--- config.mk ---
export PLATFORM = sky130hd
export DESIGN_NAME = parking_fee_calc
export DESIGN_NICKNAME = d
export VERILOG_FILES = /design/src/rtl/parking_fee_calc.sv
export SDC_FILE = /design/constraint.sdc
export NUM_CORES = 1
export LEC_CHECK = 0
export CORE_ASPECT_RATIO = 0.5
export CORE_MARGIN = 2
export CORE_UTILIZATION = 55
export DETAILED_ROUTE_END_ITERATION = 10
export GPL_TIMING_DRIVEN = 0
export PLACE_DENSITY = 0.78
export SETUP_SLACK_MARGIN = 0.2
export SLEW_MARGIN = 0
export SYNTH_ARGS = -nofsm -noshare
export SYNTH_HDL_FRONTEND = slang
export SYNTH_SLANG_ARGS = --single-unit
--- constraint.sdc ---
create_clock -name clk -period 5.22 [get_ports clk]
set_input_delay 1.044 -clock clk [delete_from_list [all_inputs] [get_ports clk]]
set_output_delay 1.044 -clock clk [all_outputs]
set_load 0.05 [all_outputs]
--- src/rtl/parking_fee_calc.sv ---
// Parking fee calculator: stamps the timer on slot entry and turns the elapsed time into a fee on exit.
// Optional grace period (free short stays) is enabled by defining PARKING_GRACE_EN.
module parking_fee_calc #(
  parameter int SLOTS    = 8,
  parameter int SLOT_W   = 3,
  parameter int TIME_MOD = 1000,
  parameter int BLOCK    = 100,
  parameter int RATE     = 10,
  parameter int GRACE    = 5
) (
  input  logic              clk,
  input  logic              reset,
  input  logic [9:0]        timer_count,
  input  logic              entry_valid,
  input  logic [SLOT_W-1:0] entry_slot,
  input  logic              exit_valid,
  input  logic [SLOT_W-1:0] exit_slot,
  output logic              busy,
  output logic [SLOTS-1:0]  occupied,
  output logic              result_valid,
  input  logic              result_ready,
  output logic [SLOT_W-1:0] result_slot,
  output logic [9:0]        elapsed,
  output logic [15:0]       fee,
  output logic              err_occupied,
  output logic              err_empty
);

  typedef enum logic [1:0] {IDLE, CALC, DONE} state_t;

  localparam logic [9:0]  BLOCK_T = 10'(BLOCK);
  localparam logic [15:0] RATE_T  = 16'(RATE);
  localparam logic [9:0]  GRACE_T = 10'(GRACE);
`ifdef PARKING_GRACE_EN
  localparam bit GRACE_ON = 1'b1;
`else
  localparam bit GRACE_ON = 1'b0;
`endif

  state_t     state;
  logic [9:0] stamp [SLOTS];
  logic [9:0] remainder;
  logic [9:0] exit_elapsed;
  logic       same_slot;
  logic       exit_hit;
  logic       entry_ok;

  // Timer distance from the stamp, folding the wrap at TIME_MOD back into range.
  function automatic logic [9:0] wrap_elapsed(input logic [9:0] now, input logic [9:0] start);
    logic [10:0] n;
    logic [10:0] s;
    n = {1'b0, now};
    s = {1'b0, start};
    if (n >= s) return 10'(n - s);
    else        return 10'(n + 11'(TIME_MOD) - s);
  endfunction

  assign exit_elapsed = wrap_elapsed(timer_count, stamp[exit_slot]);
  assign same_slot    = entry_valid && exit_valid && (entry_slot == exit_slot);
  assign exit_hit     = exit_valid && !busy && occupied[exit_slot];
  assign entry_ok     = entry_valid && !same_slot && !occupied[entry_slot];

  always_ff @(posedge clk) begin
    if (reset) begin
      state        <= IDLE;
      busy         <= 1'b0;
      occupied     <= '0;
      result_valid <= 1'b0;
      result_slot  <= '0;
      elapsed      <= '0;
      fee          <= '0;
      remainder    <= '0;
      err_occupied <= 1'b0;
      err_empty    <= 1'b0;
      for (int i = 0; i < SLOTS; i++) stamp[i] <= '0;
    end else begin
      // A same-slot entry is refused even when the paired exit is not taken.
      err_occupied <= entry_valid && (same_slot || occupied[entry_slot]);
      err_empty    <= exit_valid && !busy && !occupied[exit_slot];

      if (entry_ok) begin
        stamp[entry_slot]    <= timer_count;
        occupied[entry_slot] <= 1'b1;
      end

      case (state)
        IDLE: begin
          if (exit_hit) begin
            occupied[exit_slot] <= 1'b0;
            elapsed             <= exit_elapsed;
            result_slot         <= exit_slot;
            remainder           <= exit_elapsed;
            fee                 <= '0;
            busy                <= 1'b1;
            if (GRACE_ON && (exit_elapsed < GRACE_T)) begin
              state        <= DONE;
              result_valid <= 1'b1;
            end else begin
              state <= CALC;
            end
          end
        end
        CALC: begin
          // One whole block per cycle; the last step rounds up and enforces the minimum charge.
          if (remainder >= BLOCK_T) begin
            remainder <= remainder - BLOCK_T;
            fee       <= fee + RATE_T;
          end else begin
            if ((remainder != '0) || (fee == '0)) fee <= fee + RATE_T;
            state        <= DONE;
            result_valid <= 1'b1;
          end
        end
        DONE: begin
          if (result_ready) begin
            result_valid <= 1'b0;
            busy         <= 1'b0;
            state        <= IDLE;
          end
        end
        default: state <= IDLE;
      endcase
    end
  end

endmodule

==> impl_metrics.yaml <==
status:
  outcome: "complete, no violations"
sta:
  whs_ps: 453
  finalMaxSlewViolations: 0
  finalCritPeriodShare_pct: 90.7
  skew_ps: 12.9
  timing.fmax_ghz: 0.211
  fin_crit_ps: 4730
  finalHoldViolations: 0
  finalSetupViolCount: 0
  rsz0062_at_grt: "false"
  setup_ws_ps: 487
  slew_headroom_pct: 35.7
  fin_tns_setup_ps: 0
  worst_pin_slew_ps: 957
floorplan:
  dieHeight_um: 85.2
  die_width_um: 166
  fp-row-count: 29
  initial_utilization_pct: 56.7
  die_area_sq_um: 14200
  core-area_sq_um: 12800
  ios: 62
placed_design:
  port_buffers: 55
  dpl_cell_area_sq_um: 8010
  place_ws_ps: 76.4
  place.gp.congestion: 0.927
  dp_hpwl_mm: 12.8
pwr:
  switchingPower_uw: 802
  combPwrFrac_pct: 17.1
  peakVddDrop_mv: 0.271
  pwr-share-clk_pct: 42.8
  total_power_mw: 2.90
  seqPwrFrac_pct: 40.1
  power.leakage_nw: 3.11
  powerDensity_nw_per_um2: 337
  swShare_pct: 27.6
  p_int_mw: 2.10
grt:
  grt_pass1_wl_mm: 29.0
  grt_pass1_vias: 5451
  antenna_found_initial: 0
  groute.usage.overall_pct: 26.5
  grt_overflow: 0
  grt_max_degree: 17
worst_setup_path:
  arrival_ps: 5070
  startpoint: "exit_slot[0]"
  crit_path_end_kind: "register"
  ff2ff_path_depth: 12
  path_max_fanout: 10
  critPathLaunchType: "input port"
  critical_path_class: "input port to register"
  cp.required_ps: 5550
  r2r-start: "stamp[7][1]"
logic_synthesis:
  yosysWarnings: 0
  syn_area_per_cell_sq_um: 10.9
  dominantRegCellSynth: "edfxtp_1"
  synthArstFlopShare_pct: 0
  yosysSeqAreaShare_pct: 47.5
  syn_area_sq_um: 7250
  syn_inst: 667
  synth_fp_nets: 719
  yosysUniqueCellTypes: 67
  ys_seq_elements: 132
  synth-edff-count: 80
layout:
  post_route_cells_drive_above_1_share_pct: 11.8
  multiInputGateArea_sq_um: 3520
  finalInstanceArea_sq_um: 8620
  area_growth_pct: 18.9
  regArea_sq_um: 3440
  n_antenna_cell: 0
  final_nets: 793
  fillers: 952
drt:
  vias: 5631
  dr.pass1.iters: 6
  drt_iter0_markers: 597
  drc: 0
  ant_nets: 0
  wirelength_mm: 18.1
  viasPerCell: 6.09
  wire_per_inst_um: 19.5
hold_path:
  hold_depth: 2
  hp-class: "register to register"
  worstHoldStart: "elapsed[8]"
clocking:
  htreeDepth: 4
  ctsHoldBuffers: 0
  clk_latency_ps: 420
  clkTransAtPathRegs_ps: 60
  cts_sinks: 132
  postCtsSetupBuffers: 0
  numCtsBuffers: 17
  cts_tree: "built"
  clock-root-buffer: "clkbuf_16"
  clockBufferDepth: 2
  cts_resized: 0
flow_run:
  drv_cap: 0
worst paths after layout:
kind,endpoint,slack [ps]
setup / recovery,elapsed[9],490
hold / removal,elapsed[8],450
setup reg to reg,elapsed[9],1460
hold reg to reg,elapsed[8],450
layout by cell type, fill, tap and decap left out, types with 4 or more instances in the layout:
cell / count
a21oi_1: 43
nand2b_1: 12
inv_6: 4
clkinv_1: 6
dfxtp_1: 52
and2_1: 34
nor3_1: 52
nand3_1: 6
xor2_1: 11
buf_2: 13
nor4_1: 16
mux4_2: 21
and3_1: 4
a211oi_1: 10
clkdlybuf4s50_1: 55
clkbuf_16: 17
nor2_1: 57
a21o_1: 8
a31oi_1: 9
mux2i_1: 12
nand2_1: 36
edfxtp_1: 80
xnor2_1: 16
o21a_1: 7
clkbuf_1: 21
nor2b_1: 10
o21ai_0: 14
o211ai_1: 6
inv_1: 22
ha_1: 28
sequential cells by signal, indices dropped and copies added, names as in the netlist:
name	flops
stamp	80
fee	15
elapsed	10
remainder	10
occupied	8
result_slot	3
state	2
busy	1
err_empty	1
err_occupied	1
result_valid	1
synthesized netlist by cell type (14+ instances only):
master    instances  share of area (%)
o21ai_0          14               0.97
xnor2_1          16                1.9
dfxtp_1          52                 14
edfxtp_1         80                 33
clkbuf_1         19               0.98
ha_1             28                4.8
nand2_1          36                1.9
a21oi_1          43                3.0
inv_1            22                1.1
nor4_1           16                1.4
nor2_1           57                3.0
mux4_2           21                6.5
nor3_1           52                3.6
and2_1           34                2.9
critical path, cell delays in order:
cell      delay [ps]
buf_6            150
clkbuf_1         530
mux4_2           580
mux2i_1          300
ha_1             340
ha_1             250
ha_1             180
a21oi_1          260
o211ai_1         130
a21oi_1          270
a21oi_1          130
mux2i_1          290
mux2_2           390
nor4_2           200
stage by stage:
stage                     util (%)  std cells
after global routing          67.5        924
after detailed placement      62.7        892
after global placement        62.7        892
after floorplan                  -        667
final                         67.5        924
after CTS                     67.5        924
kinds of logic (layout without fill, tap and decap cells):
kind of cell / count (synthesis) / in the layout / share of synthesized area, %
other: 1 / 1 / 0.0517
buffers and inverters: 65 / 152 / 3.95
muxes: 39 / 39 / 9.79
and+or+nand+nor: 247 / 247 / 17.7
adders and majority gates: 31 / 31 / 5.66
DFF: 132 / 132 / 47.5
xor gates and xnor gates: 28 / 28 / 3.49
AOI/OAI and AO/OA: 124 / 124 / 11.8
power groups by stage:
stage	clock [mW]	sequential, mW	combinational, mW
after floorplan	0	1.20	0.340
after global placement	0	1.18	0.476
after detailed placement	0	1.19	0.484
after CTS	1.24	1.16	0.490
after global routing	1.29	1.17	0.540
final	1.24	1.16	0.496
per-layer routing:
layer	track usage, %	routed length (um)	vias to the layer above
met2	45.2	8810	246
met3	7.23	1410	28
met5	0	0	-
met1	34.3	7560	2741
met4	6.74	272	0
li1	-	-	2616
final cells by class:
cell class              count  area share [%]
repair buffers             55            6.39
multi-input cells         470            40.8
inverters                  28            1.22
plain buffers              37            2.11
clock inverters            13            2.00
well taps                 170            2.47
flip-flops and latches    132            40.0
clock buffers              19            5.02
(Power assumes the default switching activity.)
